**src/rtl/imul_sched_pkg.sv**
```systemverilog
// Shared types and constants for the round-robin multiplier scheduler.
package imul_sched_pkg;

    typedef enum logic [1:0] {
        IDLE  = 2'd0,
        ISSUE = 2'd1,
        WAIT  = 2'd2,
        RESP  = 2'd3
    } state_e;

    localparam int IMUL_REQ_NBITS  = 64;
    localparam int IMUL_RESP_NBITS = 32;

    // Width of a requester index (ptr, owner, grant_id).
    function automatic int ptr_nbits(input int nreq);
        return (nreq > 1) ? $clog2(nreq) : 1;
    endfunction

endpackage

```
**src/rtl/imul_rr_arb.sv**
```systemverilog
// Combinational round-robin arbiter: lowest requester at or after ptr wins, wrapping to 0.
module imul_rr_arb
    import imul_sched_pkg::*;
#(
    parameter int NREQ = 4,
    localparam int PW  = ptr_nbits(NREQ)
) (
    input  logic [NREQ-1:0] req,
    input  logic [PW-1:0]   ptr,
    output logic [NREQ-1:0] grant,
    output logic [PW-1:0]   grant_id,
    output logic            any
);

    always_comb begin
        logic [PW:0]   idx_w;
        logic [PW-1:0] idx;
        // NOTE: every output gets a default before the loop so no path leaves it unassigned (no latch).
        grant    = '0;
        grant_id = '0;
        any      = 1'b0;
        idx_w    = '0;
        idx      = '0;
        for (int k = 0; k < NREQ; k++) begin
            idx_w = {1'b0, ptr} + (PW+1)'(k);
            if (idx_w >= (PW+1)'(NREQ))
                idx_w = idx_w - (PW+1)'(NREQ);
            idx = idx_w[PW-1:0];
            if (!any && req[idx]) begin
                any        = 1'b1;
                grant[idx] = 1'b1;
                grant_id   = idx;
            end
        end
    end

endmodule

```
**src/rtl/imul_rr_scheduler.sv**
```systemverilog
// Shares one iterative multiplier among NREQ val/rdy requesters, one transaction in flight.
module imul_rr_scheduler
    import imul_sched_pkg::*;
#(
    parameter int NREQ = 4
) (
    input  logic                        clk,
    input  logic                        reset,
    input  logic [NREQ-1:0]             req_val,
    output logic [NREQ-1:0]             req_rdy,
    input  logic [NREQ*64-1:0]          req_msg,
    output logic [NREQ-1:0]             resp_val,
    input  logic [NREQ-1:0]             resp_rdy,
    output logic [NREQ*32-1:0]          resp_msg,
    output logic                        mul_istream_val,
    input  logic                        mul_istream_rdy,
    output logic [63:0]                 mul_istream_msg,
    input  logic                        mul_ostream_val,
    output logic                        mul_ostream_rdy,
    input  logic [31:0]                 mul_ostream_msg,
    output logic [15:0]                 done_count
);

    localparam int PW = ptr_nbits(NREQ);

    state_e                     state;
    logic [PW-1:0]              ptr;
    logic [PW-1:0]              owner;
    logic [IMUL_REQ_NBITS-1:0]  op;
    logic [IMUL_RESP_NBITS-1:0] result;

    logic [NREQ-1:0]            grant;
    logic [PW-1:0]              grant_id;
    logic                       any;
    logic [PW-1:0]              next_ptr;
    logic [NREQ-1:0]            owner_oh;
    logic [IMUL_REQ_NBITS-1:0]  req_lane [NREQ];

    for (genvar i = 0; i < NREQ; i++) begin : g_lane
        assign req_lane[i] = req_msg[i*IMUL_REQ_NBITS +: IMUL_REQ_NBITS];
    end

    imul_rr_arb #(.NREQ(NREQ)) u_arb (
        .req      (req_val),
        .ptr      (ptr),
        .grant    (grant),
        .grant_id (grant_id),
        .any      (any)
    );

    assign next_ptr = (grant_id == PW'(NREQ-1)) ? '0 : grant_id + PW'(1);
    assign owner_oh = NREQ'(1) << owner;

    // Handshake-facing outputs are pure decodes of the state register.
    assign req_rdy         = (state == IDLE) ? grant : '0;
    assign mul_istream_val = (state == ISSUE);
    assign mul_istream_msg = op;
    assign mul_ostream_rdy = (state == WAIT);
    assign resp_val        = (state == RESP) ? owner_oh : '0;
    assign resp_msg        = {NREQ{result}};

    // NOTE: state is updated with non-blocking assignments so every register samples pre-edge values.
    always_ff @(posedge clk) begin
        if (reset) begin
            state      <= IDLE;
            ptr        <= '0;
            owner      <= '0;
            op         <= '0;
            result     <= '0;
            done_count <= '0;
        end else begin
            case (state)
                IDLE: if (any) begin
                    op    <= req_lane[grant_id];
                    owner <= grant_id;
                    ptr   <= next_ptr;
                    state <= ISSUE;
                end
                ISSUE: if (mul_istream_rdy) state <= WAIT;
                WAIT: if (mul_ostream_val) begin
                    result <= mul_ostream_msg;
                    state  <= RESP;
                end
                RESP: if (resp_rdy[owner]) begin
                    done_count <= done_count + 16'd1;
                    state      <= IDLE;
                end
                default: state <= IDLE;
            endcase
        end
    end

endmodule

```
**config.mk**
```make
export PLATFORM = sky130hd
export DESIGN_NAME = imul_rr_scheduler
export DESIGN_NICKNAME = d
export VERILOG_FILES = /design/src/rtl/imul_sched_pkg.sv /design/src/rtl/imul_rr_arb.sv /design/src/rtl/imul_rr_scheduler.sv
export SDC_FILE = /design/constraint.sdc
export NUM_CORES = 1
export LEC_CHECK = 0
export CORE_AREA = 2 2 202 204
export CTS_BUF_LIST = sky130_fd_sc_hd__clkbuf_2
export CTS_CLUSTER_SIZE = 30
export DETAILED_ROUTE_END_ITERATION = 12
export DIE_AREA = 0 0 204 206
export PLACE_DENSITY = 0.64
export SLEW_MARGIN = 10
export SYNTH_ARGS = -nofsm -noshare
export SYNTH_HDL_FRONTEND = slang
export SYNTH_SLANG_ARGS = --single-unit
export TNS_END_PERCENT = 100
```
**constraint.sdc**
```tcl
create_clock -name clk -period 5.7 [get_ports clk]
set_input_delay 1.425 -clock clk [delete_from_list [all_inputs] [get_ports clk]]
set_output_delay 1.425 -clock clk [all_outputs]
set_load 0.02 [all_outputs]
```
==> flow_metrics.env <==
export IMPL_holdPathStages=2
export IMPL_synth_seq_cells=118
export IMPL_max_stage_delay_ns=0.64
export IMPL_grt_pass1_vias=11300
export IMPL_fin_crit_ns=5.33
export IMPL_synthMostInstantiatedCell="nand2_1"
export IMPL_hp_start="mul_istream_msg[59]$_SDFFE_PP0P_"
export IMPL_cts_tree="built"
export IMPL_synth_cell_type_count=52
export IMPL_max_slew_margin=0.226
export IMPL_drtIter0Drc=655
export IMPL_yosys_warnings=0
export IMPL_gp_congestion=0.882
export IMPL_synth_area_top_cells="dfxtp_1 24%, a2111oi_2 9.2%, buf_4 7.4%"
export IMPL_synth_top_cells_by_count="149 x nand2_1, 136 x nand3_1, 118 x dfxtp_1, 97 x buf_4, 93 x clkbuf_1"
export IMPL_tightest_slew_ns=1.16
export IMPL_setup_tns_ns=0
export IMPL_overflow=0
export IMPL_worstSkewPairLatency_ns=0.83
export IMPL_syn_to_final_growth_pct=52.0
export IMPL_port_buffer_count=517
export IMPL_place_inst=2175
export IMPL_end_kind="output pin"
export IMPL_avgSynthCellArea_sq_um=7.40
export IMPL_r2r_end="mul_istream_msg[63]$_SDFFE_PP0P_"
export IMPL_maxCapViolations=0
export IMPL_num_rows=74
export IMPL_peakVddDrop_mv=0.353
export IMPL_dp_final_hpwl_um=31800
export IMPL_cts_path_max_buffers=2
export IMPL_critical_path_class="flip-flop to output pin"
export IMPL_numCtsBuffers=17
export IMPL_async_reset_ff_frac=0
export IMPL_crit_slowest_cell="mux4_2"
export IMPL_max_freq_mhz=188
export IMPL_clkSinkCount=118
export IMPL_p_leak_uw=0.00514
export IMPL_final_layout_size_suffix_gt1_frac=0.133
export IMPL_initial_core_util=0.244
export IMPL_nets=1974
export IMPL_cp_required_ns=4.28
export IMPL_clk_pin_slew_ns=0.22
export IMPL_synth_area_sq_um=9800
export IMPL_cts_setup_buffers=0
export IMPL_die_y_um=206
export IMPL_yosys_area_top_type="dfxtp_1"
export IMPL_grt_setup_unrepaired="no"
export IMPL_crit_arrival_ns=3.91
export IMPL_routedWlPerCell_um=20.8
export IMPL_crit_path_max_fanout=16
export IMPL_vias=11600
export IMPL_grt_antenna_before_repair=1
export IMPL_fin_skew_ns=0.0419
export IMPL_wl_um=46000
export IMPL_hold_end="mul_istream_msg[59]$_SDFFE_PP0P_"
export IMPL_status="finished, final reports clean"
export IMPL_syn_inst=1324
export IMPL_grt_first_pass_wirelength_um=67300
export IMPL_core_sq_um=40200
export IMPL_synth_edf_count=0
export IMPL_drt_pass1_iter_count=5
export IMPL_h_tree_depth=4
export IMPL_viasPerCell=5.25
export IMPL_power_per_cell_area_nw_per_um2=430
export IMPL_postPlaceCellArea_sq_um=14700
export IMPL_io_pins=518
export IMPL_worst_r2r_path_depth=9
export IMPL_hold_viol_final=0
export IMPL_drc=0
export IMPL_period_share=0.935
export IMPL_crit_chain="buf_4 -> inv_1 -> ha_2 -> mux4_2 -> nor4_1 -> nand2_1 -> a21boi_0 -> clkdlybuf4s50_1"
export IMPL_setup_worst_path_start_class="flip-flop"
export IMPL_final_area_sq_um=14900
export IMPL_yosysSeqAreaShare=0.241
export IMPL_die_area_sq_um=42000
export IMPL_die_w_um=204
export IMPL_postRouteAntennaNets=0
export IMPL_r2r_start="ptr[0]$_SDFFE_PP0P_"
export IMPL_regToRegSetupSlack_ns=1.60
export IMPL_hold_class="flip-flop to flip-flop"
export IMPL_synth_nets=1636
export IMPL_stdcell_count=2208
export IMPL_fillCellCount=4133
export IMPL_slew_viol_final=0
export IMPL_setup_viol=0
export IMPL_grt_max_degree=81
export IMPL_grt_use_total=0.210
export IMPL_synth_ff_type="dfxtp_1"
export IMPL_yosysTopAreaCellShare=0.241
export IMPL_cts_root_buf="clkbuf_2"
export IMPL_postCtsHoldBufs=0
[critical path: cells and delay by family, from the launching register on]
family	cells	cell delay, ns
muxes	1	0.64
adders and majority gates	1	0.49
DFF	1	0.36
AOI/OAI and AO/OA	1	0.17
and+or+nand+nor	2	0.46
buffers and inverters	3	0.99
[layout make-up]
class	instances	area, sq um	area share
clock inverters	15	145	0.00974
clock buffers	17	85.1	0.00571
inverters	73	274	0.0184
well taps	532	666	0.0447
flip-flops and latches	118	2370	0.159
diodes	1	2.50	0.000168
multi-input cells	904	5870	0.394
repair buffers	548	5480	0.368
[worst max-delay path by stage]
stage                                   start          to  slack (ns)  cells after the start
final                     ptr[1]$_SDFFE_PP0P_  req_rdy[2]        0.37                      8
after detailed placement           req_val[2]  req_rdy[3]        0.35                      7
after global routing      ptr[1]$_SDFFE_PP0P_  req_rdy[2]        0.09                      9
after CTS                 ptr[1]$_SDFFE_PP0P_  req_rdy[3]        0.02                      9
after floorplan                    req_val[3]  req_rdy[0]        1.11                      7
after global placement             req_val[1]  req_rdy[1]        0.39                      7
[state kept, by name (all words and copies together), names as in the netlist]
name	flops
mul_istream_msg	64
result	32
done_count	16
owner	2
ptr	2
state	2
[per-layer routing]
metal | vias up | GRT usage | share of wire | routed length [um]
met5 | - | 0 | 0 | 0
met3 | 66 | 0.0564 | 0.085 | 3920
li1 | 5384 | - | - | -
met2 | 614 | 0.369 | 0.49 | 22600
met1 | 5520 | 0.239 | 0.39 | 18000
met4 | 0 | 0.0927 | 0.032 | 1470
[per-stage QoR]
| step | util | power, uW | hold slack (ns) | setup WS [ns] |
|---|---|---|---|---|
| CTS | 0.371 | 6450 | 0.464 | 0.0201 |
| detailed placement | 0.365 | 5830 | 0.441 | 0.347 |
| floorplan | - | 4130 | 0.510 | 1.11 |
| finish | 0.371 | 6410 | 0.460 | 0.369 |
| global placement | 0.365 | 5760 | 0.436 | 0.393 |
| global route | 0.371 | 6830 | 0.482 | 0.0897 |
[placed cells by master, fill, tap and decap left out, types with 5 or more instances in the layout]
cell and instances:
buf_4 27, inv_1 72, a2111oi_2 60, clkdlybuf4s50_1 513, xor2_1 11, a21oi_1 39, nor2_2 50, o21ai_2 10
a211oi_1 68, nand2_1 148, clkbuf_2 17, o21ai_0 64, nor4_1 65, o21ai_1 65, nand3_1 136, xnor2_1 5
buf_12 7, nor2_1 31, nor2_4 13, nand4_1 69, ha_1 11, dfxtp_1 117
[power breakdown]
group	switching, uW	internal (uW)
clock	431	168
sequential	158	1050
combinational	2880	1720
[repair_timing]
action / in CTS / in global routing
setup endpoints to repair: 0 / 3
gates resized for setup: 0 / 3
endpoints found under the hold margin: 0 / 0
[cell families after synthesis]
logic type                 share of synthesized area
muxes                                         0.0170
and+or+nand+nor                                0.283
DFF                                            0.241
adders and majority gates                     0.0153
AOI/OAI and AO/OA                              0.263
buffers and inverters                          0.166
xor gates and xnor gates                      0.0143
Power figures use the tool's default switching activity.
